===== config.mk =====
export PLATFORM = sky130hd
export DESIGN_NAME = mem_port_arbiter
export DESIGN_NICKNAME = d
export VERILOG_FILES = /design/src/rtl/mem_port_arbiter.sv
export SDC_FILE = /design/constraint.sdc
export NUM_CORES = 1
export LEC_CHECK = 0
export ABC_AREA = 1
export BUFFER_PORTS_ARGS = -buffer_cell sky130_fd_sc_hd__buf_4
export CELL_PAD_IN_SITES_DETAIL_PLACEMENT = 1
export CELL_PAD_IN_SITES_GLOBAL_PLACEMENT = 1
export CORE_AREA = 3 3 133 148
export CTS_BUF_LIST = sky130_fd_sc_hd__clkbuf_8
export DETAILED_ROUTE_END_ITERATION = 16
export DIE_AREA = 0 0 136 151
export GPL_ROUTABILITY_DRIVEN = 0
export GPL_TIMING_DRIVEN = 0
export PLACE_DENSITY = 0.77
export SKIP_LAST_GASP = 1
export SLEW_MARGIN = 0
export SYNTH_ARGS = -nofsm -noshare
export SYNTH_HDL_FRONTEND = slang
export SYNTH_SLANG_ARGS = --single-unit

===== constraint.sdc =====
create_clock -name clk -period 5.55 [get_ports clk]
set_input_delay 0.2775 -clock clk [delete_from_list [all_inputs] [get_ports clk]]
set_output_delay 0.2775 -clock clk [all_outputs]
set_load 0.02 [all_outputs]

===== src/rtl/mem_port_arbiter.sv =====
// mem_port_arbiter: shares one single-ported, variable-latency memory between
// the instruction-fetch port and the data port. Each port is held off until a
// one-cycle ready pulse, contention is resolved round-robin, and an access that
// never sees m_ack is aborted after TIMEOUT cycles and flagged on the sticky err.
module mem_port_arbiter #(
   parameter int ADDR_WIDTH = 32,
   parameter int DATA_WIDTH = 32,
   parameter int TIMEOUT    = 255
) (
   input  logic                  clk,
   input  logic                  reset,
   // instruction fetch port
   input  logic                  i_req,
   input  logic [ADDR_WIDTH-1:0] i_addr,
   output logic [DATA_WIDTH-1:0] i_rdata,
   output logic                  i_ready,
   // data port
   input  logic                  d_read,
   input  logic                  d_write,
   input  logic [ADDR_WIDTH-1:0] d_addr,
   input  logic [DATA_WIDTH-1:0] d_wdata,
   output logic [DATA_WIDTH-1:0] d_rdata,
   output logic                  d_ready,
   // memory side
   output logic                  m_req,
   output logic                  m_we,
   output logic [ADDR_WIDTH-1:0] m_addr,
   output logic [DATA_WIDTH-1:0] m_wdata,
   input  logic [DATA_WIDTH-1:0] m_rdata,
   input  logic                  m_ack,
   // status
   output logic                  err
);

   // The counter only has to hold 0..TIMEOUT; it is cleared on every grant.
   localparam int               CNT_W     = $clog2(TIMEOUT + 1);
   localparam logic [CNT_W-1:0] CNT_LIMIT = CNT_W'(TIMEOUT);

   typedef enum logic [1:0] {
      ST_IDLE,
      ST_BUSY,
      ST_RESP
   } state_t;

   typedef enum logic {
      PORT_I,
      PORT_D
   } port_t;

   state_t                state_q, state_d;
   port_t                 owner_q, owner_d;
   port_t                 last_grant_q, last_grant_d;
   port_t                 grant;

   logic                  d_req;
   logic                  any_req;
   logic                  timeout_hit;
   logic [CNT_W-1:0]      cnt_q, cnt_d;
   logic [CNT_W-1:0]      cnt_inc;

   logic                  m_req_q, m_req_d;
   logic                  m_we_q, m_we_d;
   logic [ADDR_WIDTH-1:0] m_addr_q, m_addr_d;
   logic [DATA_WIDTH-1:0] m_wdata_q, m_wdata_d;
   logic [DATA_WIDTH-1:0] i_rdata_q, i_rdata_d;
   logic [DATA_WIDTH-1:0] d_rdata_q, d_rdata_d;
   logic                  i_ready_q, i_ready_d;
   logic                  d_ready_q, d_ready_d;
   logic                  err_q, err_d;

   // Request decode, round-robin pick and timeout detection.
   always_comb begin
      d_req   = d_read | d_write;
      any_req = i_req | d_req;
      if (i_req && d_req) begin
         grant = (last_grant_q == PORT_I) ? PORT_D : PORT_I;
      end else if (d_req) begin
         grant = PORT_D;
      end else begin
         grant = PORT_I;
      end
      cnt_inc     = cnt_q + CNT_W'(1);
      // An ack in the final waiting cycle still wins over the abort.
      timeout_hit = !m_ack && (cnt_inc == CNT_LIMIT);
   end

   // State register.
   always_ff @(posedge clk or posedge reset) begin
      if (reset) begin
         state_q <= ST_IDLE;
      end else begin
         state_q <= state_d;
      end
   end

   // Next-state logic: a request starts BUSY, ack or timeout ends it, RESP lasts one cycle.
   always_comb begin
      state_d = state_q;
      unique case (state_q)
         ST_IDLE: begin
            if (any_req) begin
               state_d = ST_BUSY;
            end
         end
         ST_BUSY: begin
            if (m_ack || timeout_hit) begin
               state_d = ST_RESP;
            end
         end
         ST_RESP: begin
            state_d = ST_IDLE;
         end
         default: begin
            state_d = ST_IDLE;
         end
      endcase
   end

   // Output logic: next values of every registered output and of the bookkeeping flops.
   always_comb begin
      owner_d      = owner_q;
      last_grant_d = last_grant_q;
      cnt_d        = cnt_q;
      m_req_d      = m_req_q;
      m_we_d       = m_we_q;
      m_addr_d     = m_addr_q;
      m_wdata_d    = m_wdata_q;
      i_rdata_d    = i_rdata_q;
      d_rdata_d    = d_rdata_q;
      i_ready_d    = 1'b0;
      d_ready_d    = 1'b0;
      err_d        = err_q;

      unique case (state_q)
         ST_IDLE: begin
            if (any_req) begin
               owner_d      = grant;
               last_grant_d = grant;
               cnt_d        = '0;
               m_req_d      = 1'b1;
               if (grant == PORT_D) begin
                  // read and write together are treated as a write
                  m_addr_d  = d_addr;
                  m_we_d    = d_write;
                  m_wdata_d = d_write ? d_wdata : '0;
               end else begin
                  m_addr_d  = i_addr;
                  m_we_d    = 1'b0;
                  m_wdata_d = '0;
               end
            end
         end
         ST_BUSY: begin
            if (m_ack || timeout_hit) begin
               m_req_d = 1'b0;
               if (owner_q == PORT_I) begin
                  i_ready_d = 1'b1;
                  i_rdata_d = m_ack ? m_rdata : '0;
               end else begin
                  d_ready_d = 1'b1;
                  if (!m_we_q) begin
                     d_rdata_d = m_ack ? m_rdata : '0;
                  end
               end
               if (!m_ack) begin
                  err_d = 1'b1;
                  cnt_d = cnt_inc;
               end
            end else begin
               cnt_d = cnt_inc;
            end
         end
         ST_RESP: begin
            // ready pulses fall back to 0 through the defaults
         end
         default: begin
            m_req_d = 1'b0;
         end
      endcase
   end

   // Registered outputs and arbitration bookkeeping.
   always_ff @(posedge clk or posedge reset) begin
      if (reset) begin
         owner_q      <= PORT_I;
         last_grant_q <= PORT_I;
         cnt_q        <= '0;
         m_req_q      <= 1'b0;
         m_we_q       <= 1'b0;
         m_addr_q     <= '0;
         m_wdata_q    <= '0;
         i_rdata_q    <= '0;
         d_rdata_q    <= '0;
         i_ready_q    <= 1'b0;
         d_ready_q    <= 1'b0;
         err_q        <= 1'b0;
      end else begin
         owner_q      <= owner_d;
         last_grant_q <= last_grant_d;
         cnt_q        <= cnt_d;
         m_req_q      <= m_req_d;
         m_we_q       <= m_we_d;
         m_addr_q     <= m_addr_d;
         m_wdata_q    <= m_wdata_d;
         i_rdata_q    <= i_rdata_d;
         d_rdata_q    <= d_rdata_d;
         i_ready_q    <= i_ready_d;
         d_ready_q    <= d_ready_d;
         err_q        <= err_d;
      end
   end

   assign m_req   = m_req_q;
   assign m_we    = m_we_q;
   assign m_addr  = m_addr_q;
   assign m_wdata = m_wdata_q;
   assign i_rdata = i_rdata_q;
   assign d_rdata = d_rdata_q;
   assign i_ready = i_ready_q;
   assign d_ready = d_ready_q;
   assign err     = err_q;

endmodule


## Word level (Yosys, flattened, before mapping)

Cells that the tools add are included.

- Output and inout bits: 133
- Word-level logic and storage cells: 61
- Flip-flop bits (word level): 144
- Bits of input ports: 134

- Muxes and demuxes: 23
- Equality and inequality tests: 6
- Bitwise logic cells: 6
- Reduce and logical (&&, ||, !) cells: 13
- $add $sub $neg: 1

Operator list:

| kind | number |
|---|---|
| $mux 32 | 4 |
| $mux 8 | 3 |
| $pmux 8 s2 | 1 |
| $reduce_and 3->1 | 4 |
| $mux 1 | 11 |
| $add 8x1->8 const B | 1 |
| $eq 8x8->1 const B | 1 |
| $mux 2 | 2 |
| $ne 2x2->1 const B | 2 |
| $not 1->1 | 4 |
| $pmux 2 s2 | 1 |
| $reduce_and 2->1 | 2 |
| $reduce_and 4->1 | 1 |
| $ne 3x3->1 const B | 1 |
| $pmux 1 s3 | 1 |
| $eq 2x1->1 const B | 1 |
| $eq 2x2->1 const B | 1 |
| $logic_and 1x1->1 | 2 |
| $logic_not 2->1 | 1 |
| $or 1x1->1 | 2 |
| $reduce_bool 2->1 | 1 |
| $logic_not 1->1 | 1 |
| $logic_or 1x1->1 | 1 |

## Longest topological paths before layout

Gate-level depths: netlist (run 1).

- Word-level depth: 6
- Mapped depth: 13
- Depth with buffers taken out: 12

## Worst setup path after synthesis (run 1)

OpenSTA, ideal clock, no wires.

- Kind: reg2reg
- Start: register cnt_q[0]
- End: register i_rdata_q[0], in the netlist i_rdata[0]
- Clock period less this slack: 1.695 ns
- Path slack: 3.855 ns
- Data required time: 5.433 ns
- Setup time: 0.117 ns
- Arrival time: 1.578 ns
- Path buffers: 1
- Stages on the path, launching flop included: 13
- Cells stage by stage: dfrtp_1 ha_1 nand3_1 nor2_1 nand2_1 nand2_1 nor2_2 nand2_2 nand2_4 nand3_4 buf_2 nand2_1 nand2_1

- Longest elaborated chain between the ends: 5

Ends and longest elaborated chain:

| what | line | text |
|---|---|---|
| start: declaration | 58 | `logic [CNT_W-1:0] cnt_q, cnt_d;` |
| start signal: assignment | 200 | `cnt_q <= cnt_d;` |
| $add 8x1->8 | 82 | `cnt_inc = cnt_q + CNT_W'(1);` |
| $eq 8x8->1 | 84 | `timeout_hit = !m_ack && (cnt_inc == CNT_LIMIT);` |
| $logic_and 1x1->1 | 84 |  |
| $logic_or 1x1->1 | 154 | `if (m_ack \|\| timeout_hit) begin` |
| $reduce_and 3->1 (no source line) | n/a |  |
| end signal: assignment | 205 | `i_rdata_q <= i_rdata_d;` |
| end: declaration | 65 | `logic [DATA_WIDTH-1:0] i_rdata_q, i_rdata_d;` |

No other way between the ends.
A chain may end at the register's enable or synchronous reset.

## Worst setup path after layout (run 1)

- Start: register cnt_q[0]
- End: register d_rdata_q[14], in the netlist d_rdata[14]

- Longest elaborated chain between the ends: 5

Ends and longest elaborated chain:

| what | line | text |
|---|---|---|
| $add 8x1->8 | 82 |  |
| $eq 8x8->1 | 84 |  |
| $logic_and 1x1->1 | 84 |  |
| $logic_or 1x1->1 | 154 |  |
| $reduce_and 4->1 (no source line) | n/a |  |
| end signal: assignment | 206 | `d_rdata_q <= d_rdata_d;` |
| end: declaration | 66 | `logic [DATA_WIDTH-1:0] d_rdata_q, d_rdata_d;` |

No other way between the ends.

==> run summary, run 1 <==
Synth-to-Final Area Change: 41.67%
CP endpoint: d_rdata[14]$_DFFE_PP0P_
DR vias: 6255
Core ar.: 0.01835 sq mm
Critical path type: reg2reg
Top-count cell post-synth: nand2_1
First-pass GRT wire length: 33.85 mm
Clock latency on the worst-skew pair: 0.46 ns
CP peak stage delay: 0.45 ns
EDFF count, synth: 0
Fill count: 2303
FF-to-FF Start: cnt_q[0]$_DFFE_PP0P_
Crit path max fanout: 10
Crit-path cells: ha_1, nand3_1, o21ai_1, nand2_1, nor2_2, nand2_2, nand2_4, nand3_4, buf_2, nand2_1, nand2_1
Area of the multi-input gates: 0.002221 sq mm
CTS tree: yes
Leakage: 5.011 nW
Worst-Margin Slew: 0.7285 ns
Synth area leaders: dfrtp_1 56%, nand2_1 15%, o21ai_0 8.0%
IO Port Bufs: 265
Synth top area share: 0.5632
Rel. slew slack: 0.5143
Final instance area: 0.009065 sq mm
Syn_nets: 897
Final Cycle Share: 0.3740
R2r setup slk: 3.47 ns
Core Rows: 52
Clk_skew: 0.01626 ns
F_max: 481.8 MHz
Remaining DRCs: 0
RR Endpoint: d_rdata[14]$_DFFE_PP0P_
Detail Route Antenna Nets: 0
1st-pass router iterations: 4
CP most frequent cell: nand2_1
Hold Path Class: in2reg
PwrDens: 558.9 mW/mm^2
TritonCTS Buffers: 17
Vias in the first global route: 6542
Pin count of the biggest net entering global routing: 77
Status: finished, final reports clean
Die Y: 151 microns
Syn_area_per_cell: 8.408 sq um
Final core utilization: 0.4941
Number of H-tree levels: 4
Worst R2R Path Depth: 11
Full die area: 0.02054 sq mm
Post-CTS repair timing setup buffer count: 0
Register area: 0.003603 sq mm
Critical-path top delay cell: dfrtp_1
Peak supply drop: 0.2155 mV
Arrival time at the worst endpoint: 2.42 ns
Worst Path Required: 5.89 ns
Resized cells post-CTS: 0
Crit. End Element: flip-flop
Layout cells sized above 1: 0.3173
IO Count: 267
Post-synth ARST share: 1.000
GRT overflow: 0
Initial DRC count: 236
MaxCap Viol Count: 0
Cell count after synthesis: 761
Per-cell routed wire length: 16.50 microns
#FFs+latches synth: 144
RSZ-0062 raised after global routing: false
Synth area leader: dfrtp_1
CP startpoint: cnt_q[0]$_DFFE_PP0P_
Register area share after synthesis: 0.5632
Count of final hold-check violations: 0
Mapped Area: 0.006399 sq mm
Final Max Tran Viols: 0
Period minus WS final: 2.076 ns
Root cell of the clock tree: clkbuf_8
Top post-synthesis cells by count: 251 x nand2_1, 144 x dfrtp_1, 102 x o21ai_0
Setup-failing EPs final: 0
CTS Hold Bufs: 1
Count of cell types in the netlist: 24
All-Layer GR Usage: 0.2104
Clk buf depth: 2
CTS sink cnt: 144
Diodes inserted: 0
Dpl hpwl: 16.42 mm
Final nets: 1183
Synth warn: 0
Main synth FF type: dfrtp_1
Initial antenna violation count: 0
Placed inst area: 0.008725 sq mm
Setup crit start kind: flip-flop
Die width: 136 microns
Initial Util: 0.3487
Clk pin slew, worst setup/hold paths: 0.09 ns
Vias per cell: 4.804
Final wirelength: 21.48 mm
==> worst min path at each step <==
stage | startpoint | end | slack [ns] | cells past startpoint
2_1_floorplan | d_wdata[29] | m_wdata[29]$_DFFE_PP0P_ | 0.42 | 2
6_report | d_wdata[9] | m_wdata[9]$_DFFE_PP0P_ | 0.06 | 3
3_3_place_gp | d_rdata[11]$_DFFE_PP0P_ | d_rdata[11]$_DFFE_PP0P_ | 0.46 | 2
3_5_place_dp | i_rdata[2]$_DFFE_PP0P_ | i_rdata[2]$_DFFE_PP0P_ | 0.46 | 2
4_1_cts | d_wdata[9] | m_wdata[9]$_DFFE_PP0P_ | 0.04 | 3
5_1_grt | d_wdata[24] | m_wdata[24]$_DFFE_PP0P_ | 0.05 | 3
==> cells in the final DEF, fill, tap and decap left out, types with 6 or more instances in the layout <==
master	synthesis	final
buf_4	3	268
nand2_1	251	251
dfrtp_1	144	144
o21ai_0	102	102
inv_1	78	78
nand4_1	65	65
nor2_1	40	40
clkbuf_1	25	25
buf_2	17	17
clkbuf_8	0	17
nand3_1	6	6
==> worst max-delay path, delay by kind of cell (launching register included) <==
family	cells	cell delay, ns
simple gates	8	0.89
flops	1	0.45
fa+ha+maj	1	0.23
buf+inv	1	0.23
compound gates	1	0.16
==> kinds of logic (layout without fill, tap and decap cells) <==
logic type                 after synthesis  in the layout  synth area share
AOI/OAI and AO/OA                      110            110           0.08702
xor gates and xnor gates                 1              1          0.001369
adders and majority gates                2              2          0.003910
buffers and inverters                  131            429           0.08975
DFF                                    144            144            0.5632
and+or+nand+nor                        373            373            0.2548
==> flip-flops by register name, indices dropped and copies added (netlist names), 2 cells and up <==
| register | count |
|---|---|
| d_rdata | 32 |
| i_rdata | 32 |
| m_addr | 32 |
| m_wdata | 32 |
| cnt_q | 8 |
| state_q | 2 |
==> where the power goes <==
part / switching [mW] / total [mW] / internal [mW]
sequential: 0.276 / 1.78 / 1.50
clock: 0.426 / 0.731 / 0.305
combinational: 1.61 / 2.56 / 0.951
total: 2.31 / 5.07 / 2.76
==> per-layer routing <==
| layer | global-route usage | vias to the layer above | part of all wire |
|---|---|---|---|
| met3 | 0.06977 | 34 | 0.076 |
| met5 | 0 | - | 0 |
| met1 | 0.2481 | 3025 | 0.39 |
| met4 | 0.07409 | 0 | 0.023 |
| met2 | 0.3590 | 188 | 0.51 |
| li1 | - | 3008 | - |
==> layout make-up <==
class | instances | share of cell area
Multi-Input combinational cell | 486 | 0.2450
Buffer | 49 | 0.02940
Clock inverter | 14 | 0.01063
Sequential cell | 144 | 0.3975
Inverter | 82 | 0.03451
Timing Repair Buffer | 267 | 0.2236
Clock buffer | 17 | 0.02581
Tap cell | 243 | 0.03354
==> metrics by stage <==
step | total power, mW | instances | TNS, ns | setup slack, ns | hold WS [ns]
after floorplan | 3.184 | 761 | 0 | 1.406 | 0.4218
after global placement | 4.335 | 1269 | -82.51 | -0.5829 | 0.4559
after detailed placement | 4.394 | 1270 | 0 | 3.480 | 0.4594
after CTS | 5.137 | 1302 | 0 | 3.442 | 0.04322
after global routing | 5.454 | 1302 | 0 | 3.334 | 0.04526
final | 5.067 | 1302 | 0 | 3.474 | 0.06446
Power figures use the tool's default switching activity.
==> run 2, diff against run 1 <==
--- a/config.mk
+++ b/config.mk
@@ -9,13 +9,13 @@
 export BUFFER_PORTS_ARGS = -buffer_cell sky130_fd_sc_hd__buf_4
 export CELL_PAD_IN_SITES_DETAIL_PLACEMENT = 1
 export CELL_PAD_IN_SITES_GLOBAL_PLACEMENT = 1
-export CORE_AREA = 3 3 133 148
+export CORE_AREA = 3 3 139 155
 export CTS_BUF_LIST = sky130_fd_sc_hd__clkbuf_8
 export DETAILED_ROUTE_END_ITERATION = 16
-export DIE_AREA = 0 0 136 151
+export DIE_AREA = 0 0 142 158
 export GPL_ROUTABILITY_DRIVEN = 0
 export GPL_TIMING_DRIVEN = 0
-export PLACE_DENSITY = 0.77
+export PLACE_DENSITY = 0.74
 export SKIP_LAST_GASP = 1
 export SLEW_MARGIN = 0
 export SYNTH_ARGS = -nofsm -noshare
==> constraint.sdc (replaced) <==
create_clock -name clk -period 1.7 [get_ports clk]
set_input_delay 0.085 -clock clk [delete_from_list [all_inputs] [get_ports clk]]
set_output_delay 0.085 -clock clk [all_outputs]
set_load 0.02 [all_outputs]
==> run summary, run 2 (same netlist as run 1, synthesis figures left out) <==
WHS Endpoint: d_rdata[24]$_DFFE_PP0P_
RR Endpoint: d_rdata[1]$_DFFE_PP0P_
Leakage: 5.875 nW
Final core utilization: 0.5621
Hold_ws: 0.02758 ns
WL met2: 14.88 mm
DR vias: 7177
Root cell of the clock tree: clkbuf_8
Bufs and invs on worst path: 1
All-Layer GR Usage: 0.2453
Crit. End Element: flip-flop
Synth-to-Final Area Change: 75.11%
Final Cycle Share: 1.183
MaxCap Viol Count: 0
Period minus WS final: 2.012 ns
Rel. slew slack: 0.5157
Setup TNS: -17.05 ns
Worst R2R Path Depth: 12
FF-to-FF Start: cnt_q[1]$_DFFE_PP0P_
IO Count: 267
Worst Path Required: 2.04 ns
Initial Util: 0.3210
Final nets: 1330
Crit path max-delay family: simple AND/OR/NAND/NOR gates
Final Max Tran Viols: 0
1st-pass router iterations: 4
Setup crit start kind: flip-flop
Arrival time at the worst endpoint: 2.35 ns
IO Port Bufs: 265
Pin count of the biggest net entering global routing: 34
Min-delay src: m_rdata[24]
GRT overflow: 0
Hold Path Depth: 5
Full die area: 0.02244 sq mm
Clock latency on the worst-skew pair: 0.46 ns
CP most frequent cell: nand2_2
PwrDens: 1727 mW/mm^2
Crit path max fanout: 8
DP Worst Slack: -0.3567 ns
Worst-Margin Slew: 0.7238 ns
Failing checks: negative setup slack
Per-cell routed wire length: 19.10 microns
Uppermost layer routed: met4
Critical-path top delay cell: dfrtp_2
Number of H-tree levels: 4
Layout cells sized above 1: 0.4035
Clk pin slew, worst setup/hold paths: 0.09 ns
Detail Route Antenna Nets: 0
Setup-failing EPs final: 70
Critical path type: reg2reg
TritonCTS Buffers: 17
Metal1 wirelength: 10.37 mm
Die width: 142 microns
First-pass GRT wire length: 43.24 mm
Peak supply drop: 0.6860 mV
Final total power: 19.35 mW
CTS sink cnt: 144
CTS tree: yes
Final wirelength: 27.89 mm
Die Y: 158 microns
Status: finished, violations left
Leading cell type in the layout, fill and taps excluded: buf_4
Crit-path cells: ha_4, nand2_4, nand2_2, nor2_2, nand3_2, nor2_2, nand2_2, nand2_4, nand3_4, buf_8, nand2_2, nand2_1
CP peak stage delay: 0.45 ns
Clk buf depth: 2
Hold Path Class: in2reg
Dpl hpwl: 17.38 mm
Core Rows: 54
Vias per cell: 4.916
Count of final hold-check violations: 0
Met3 Wirelength: 1.563 mm
Vias in the first global route: 8022
Remaining DRCs: 0
Clk_skew: 0.01984 ns
F_max: 497.1 MHz
Initial DRC count: 308
Core ar.: 0.01993 sq mm
Commonest non-fill, non-tap cells in the layout: 280 x buf_4, 163 x nand2_1, 139 x dfrtp_1, 118 x dlygate4sd3_1, 100 x o21ai_0
Initial antenna violation count: 1
Post-route setup slack: -0.3116 ns
R2r setup slk: -0.31 ns
RSZ-0062 raised after global routing: true
[run 2: per-layer routing]
layer | up-vias | global-route usage
met2 | 263 | 0.4491
met5 | - | 0
li1 | 3309 | -
met1 | 3529 | 0.2694
met3 | 76 | 0.06224
met4 | 0 | 0.1019
[run 2: worst max-delay path by stage]
stage                    startpoint                       to  slack [ns]  cells past startpoint
2_1_floorplan                 reset     cnt_q[0]$_DFFE_PP0P_       -0.19                      1
3_3_place_gp                  reset  m_wdata[11]$_DFFE_PP0P_       -1.32                      2
3_5_place_dp   cnt_q[0]$_DFFE_PP0P_  d_rdata[26]$_DFFE_PP0P_       -0.36                     11
4_1_cts        cnt_q[1]$_DFFE_PP0P_  d_rdata[26]$_DFFE_PP0P_       -0.25                     13
5_1_grt        cnt_q[0]$_DFFE_PP0P_   d_rdata[1]$_DFFE_PP0P_       -0.40                     12
6_report       cnt_q[1]$_DFFE_PP0P_   d_rdata[1]$_DFFE_PP0P_       -0.31                     12
[run 2: what timing repair did]
item | 4_1_cts | 5_1_grt
hold endpoints to repair | 124 | 0
hold buffers | 118 | 0
resized for setup | 90 | 96
pin swaps | 11 | 9
cloned | 8 | 0
endpoints found under the setup margin | 130 | 136
setup buffers | 16 | 9
[run 2: stage by stage]
stage | cell area (sq um) | cells
floorplan | 6402 | 761
global placement | 8707 | 1278
detailed placement | 8787 | 1282
CTS | 10910 | 1454
global route | 11200 | 1460
finish | 11200 | 1460
[run 2: cell type report]
cell class                      count  area [sq um]
Buffer                             46         316.6
Multi-Input combinational cell    486          2579
Clock inverter                     13         161.4
Inverter                           82         319.1
Sequential cell                   144          3610
Clock buffer                       19         261.5
Fill cell                        2274          8727
Tap cell                          252         315.3
Timing Repair Buffer              417          3640
Antenna cell                        1         2.502
[run 2: worst register-to-register path, cell delays in order (launching register included)]
cell	delay, ns
dfrtp_2	0.45
ha_4	0.20
nand2_4	0.06
nand2_2	0.06
nor2_2	0.12
nand3_2	0.10
nor2_2	0.12
nand2_2	0.08
nand2_4	0.14
nand3_4	0.22
buf_8	0.24
nand2_2	0.06
nand2_1	0.05
[run 2: where the power goes]
| part | leakage, nW | switching (mW) | internal (mW) |
|---|---|---|---|
| combinational | 3.81 | 6.13 | 4.21 |
| sequential | 1.86 | 1.11 | 4.91 |
| clock | 0.204 | 1.45 | 1.53 |
==> run 3, diff against run 2 <==
--- a/config.mk
+++ b/config.mk
@@ -5,14 +5,13 @@
 export SDC_FILE = /design/constraint.sdc
 export NUM_CORES = 1
 export LEC_CHECK = 0
-export ABC_AREA = 1
 export BUFFER_PORTS_ARGS = -buffer_cell sky130_fd_sc_hd__buf_4
 export CELL_PAD_IN_SITES_DETAIL_PLACEMENT = 1
 export CELL_PAD_IN_SITES_GLOBAL_PLACEMENT = 1
-export CORE_AREA = 3 3 139 155
+export CORE_AREA = 3 3 137 153
 export CTS_BUF_LIST = sky130_fd_sc_hd__clkbuf_8
 export DETAILED_ROUTE_END_ITERATION = 16
-export DIE_AREA = 0 0 142 158
+export DIE_AREA = 0 0 140 156
 export GPL_ROUTABILITY_DRIVEN = 0
 export GPL_TIMING_DRIVEN = 0
 export PLACE_DENSITY = 0.74
==> run summary, run 3 <==
Final wirelength: 28.27 mm
Synth area leaders: dfrtp_1 56%, nand2_1 8.2%, o21ai_0 7.6%
EDFF count, synth: 0
Crit path max fanout: 7
Critical path type: reg2reg
Vias per cell: 5.037
Clock Power Share: 0.168
Clk pin slew, worst setup/hold paths: 0.08 ns
Setup crit start kind: flip-flop
CTS sink cnt: 144
MaxCap Viol Count: 0
Final total power: 18.24 mW
Core Rows: 54
Commonest non-fill, non-tap cells in the layout: 278 x buf_4, 139 x dfrtp_1, 137 x nand2_1, 117 x dlygate4sd3_1, 67 x a21oi_1
Syn_nets: 818
Worst Path Required: 2.04 ns
Cell count after synthesis: 682
IO Count: 267
Dpl hpwl: 18.22 mm
WHS Endpoint: m_addr[31]$_DFFE_PP0P_
Final Max Tran Viols: 0
Area of the multi-input gates: 0.002684 sq mm
Final core utilization: 0.5490
Switch share: 0.4344
DR vias: 6881
Count of cell types in the netlist: 42
Synth-to-Final Area Change: 68.23%
Failing checks: negative hold slack, negative setup slack
Detail Route Antenna Nets: 0
Global routing met1 resource utilization: 0.3022
Final Cycle Share: 1.135
Initial antenna violation count: 1
Setup TNS: -13.88 ns
Grt peak-use layer: met2
Peak supply drop: 0.7918 mV
F_max: 518.3 MHz
Top-count cell post-synth: dfrtp_1
Synth area leader: dfrtp_1
Layout cells sized above 1: 0.3381
Synth warn: 0
Worst-Margin Slew: 0.6058 ns
Internal cell power: 10.32 mW
Die width: 140 microns
Die Y: 156 microns
Final nets: 1236
#FFs+latches synth: 144
GRT overflow: 0
All-Layer GR Usage: 0.2589
Main synth FF type: dfrtp_1
Hold Path Depth: 3
Pin count of the biggest net entering global routing: 40
Arrival time at the worst endpoint: 2.27 ns
Hold Path Class: in2reg
PwrDens: 1696 mW/mm^2
Leading cell type in the layout, fill and taps excluded: buf_4
Setup-failing EPs final: 70
Vias in the first global route: 7830
TritonCTS Buffers: 17
Clk_skew: 0.02030 ns
Syn_area_per_cell: 9.377 sq um
Status: finished, violations left
Remaining DRCs: 0
RR Endpoint: d_ready$_DFF_PP0_
Global Route met3 Usage: 0.07909
Top post-synthesis cells by count: 144 x dfrtp_1, 139 x nand2_1, 97 x o21ai_0
Period minus WS final: 1.929 ns
Worst R2R Path Depth: 6
Count of final hold-check violations: 1
IO Port Bufs: 265
Met2 Usage GRT: 0.4561
Crit. End Element: flip-flop
FF-to-FF Start: cnt_q[0]$_DFFE_PP0P_
Mapped Area: 0.006395 sq mm
P_sw: 7.923 mW
RSZ-0062 raised after global routing: true
Register area: 0.003610 sq mm
Initial DRC count: 265
1st-pass router iterations: 5
Clock latency on the worst-skew pair: 0.46 ns
Full die area: 0.02184 sq mm
Core ar.: 0.01959 sq mm
Clk buf depth: 2
Min-delay src: i_addr[31]
Hold_ws: -0.06623 ns
Post-synth ARST share: 1.000
Fill count: 2218
Leakage: 5.042 nW
First-pass GRT wire length: 44.45 mm
Post-route setup slack: -0.2292 ns
Sequential power share: 0.335
Initial Util: 0.3264
Register area share after synthesis: 0.5635
Synth top area share: 0.5635
Combinational share of power: 0.497
Root cell of the clock tree: clkbuf_8
R2r setup slk: -0.23 ns
CTS tree: yes
Per-cell routed wire length: 20.70 microns
Number of H-tree levels: 4
Rel. slew slack: 0.5961
==> run 3: changes by cell type after synthesis, sizes merged, moves of 15 or more <==
cell    delta
nand2    -115
inv       -78
a21oi     +70
nand4     -63
a22o      +32
mux2i     +32
nor2      +20
clkbuf    +15
==> run 3: power groups by stage <==
stage / registers (mW) / logic (mW) / clock network [mW]
2_1_floorplan: 7.52 / 2.93 / 0
3_3_place_gp: 5.96 / 8.19 / 0
3_5_place_dp: 6.02 / 8.43 / 0
4_1_cts: 6.00 / 8.80 / 3.12
5_1_grt: 6.29 / 9.73 / 3.25
6_report: 6.11 / 9.07 / 3.06
==> run 3: metrics by stage <==
step / setup slack (ns) / hold slack (ns) / area (sq um) / std cells
2_1_floorplan: -0.1900 / 0.2177 / 6420 / 682
3_3_place_gp: -1.295 / 0.3016 / 8725 / 1199
3_5_place_dp: -0.4818 / 0.09001 / 8805 / 1203
4_1_cts: -0.2421 / 0.004630 / 10670 / 1359
5_1_grt: -0.3168 / 0.01073 / 10760 / 1365
6_report: -0.2292 / -0.06623 / 10760 / 1366
==> run 3: how the worst max path moves through the flow <==
stage	startpoint	endpoint	slack, ns
2_1_floorplan	reset	cnt_q[0]$_DFFE_PP0P_	-0.19
3_3_place_gp	reset	m_addr[3]$_DFFE_PP0P_	-1.29
3_5_place_dp	d_read	m_addr[8]$_DFFE_PP0P_	-0.48
4_1_cts	cnt_q[0]$_DFFE_PP0P_	i_rdata[11]$_DFFE_PP0P_	-0.24
5_1_grt	cnt_q[0]$_DFFE_PP0P_	i_rdata[11]$_DFFE_PP0P_	-0.32
6_report	cnt_q[0]$_DFFE_PP0P_	d_ready$_DFF_PP0_	-0.23
==> run 3: per-layer routing <==
metal	routed length (microns)	vias to the layer above
met2	13990	263
met4	754	0
met3	2196	46
met1	11340	3393
li1	-	3179
met5	0	-
==> run 3: layout make-up <==
| cell class | count | area share |
|---|---|---|
| Inverter | 4 | 0.001745 |
| Antenna cell | 2 | 0.0004652 |
| Tap cell | 252 | 0.02931 |
| Clock inverter | 11 | 0.01512 |
| Sequential cell | 144 | 0.3355 |
| Multi-Input combinational cell | 483 | 0.2495 |
| Clock buffer | 20 | 0.02559 |
| Timing Repair Buffer | 401 | 0.3139 |
| Buffer | 49 | 0.02884 |
==> run 3: repair_timing <==
action	CTS	global route
gates resized for setup	52	23
endpoints found under the hold margin	172	1
hold buffers	118	1
setup buffers	7	7
pin swaps	1	4
endpoints found under the setup margin	138	118
gates cloned	1	0
==> run 3: logic make-up (layout without fill, tap and decap cells) <==
| family | after synthesis | count (layout) | share of synthesized area |
|---|---|---|---|
| and+or+nand+nor | 224 | 224 | 0.1430 |
| AOI/OAI and AO/OA | 221 | 221 | 0.1974 |
| DFF | 144 | 144 | 0.5635 |
| buffers and inverters | 55 | 485 | 0.03619 |
| muxes | 33 | 33 | 0.05185 |
| xor gates and xnor gates | 3 | 3 | 0.004110 |
| adders and majority gates | 2 | 2 | 0.003913 |
| other | 0 | 2 | 0 |
==> run 3: critical path, stage by stage (launching register included) <==
cell and delay (ns):
dfrtp_2 0.45, ha_4 0.18, nand3_4 0.07, or3_4 0.36, buf_4 0.15, a221o_1 0.34, a211oi_2 0.27
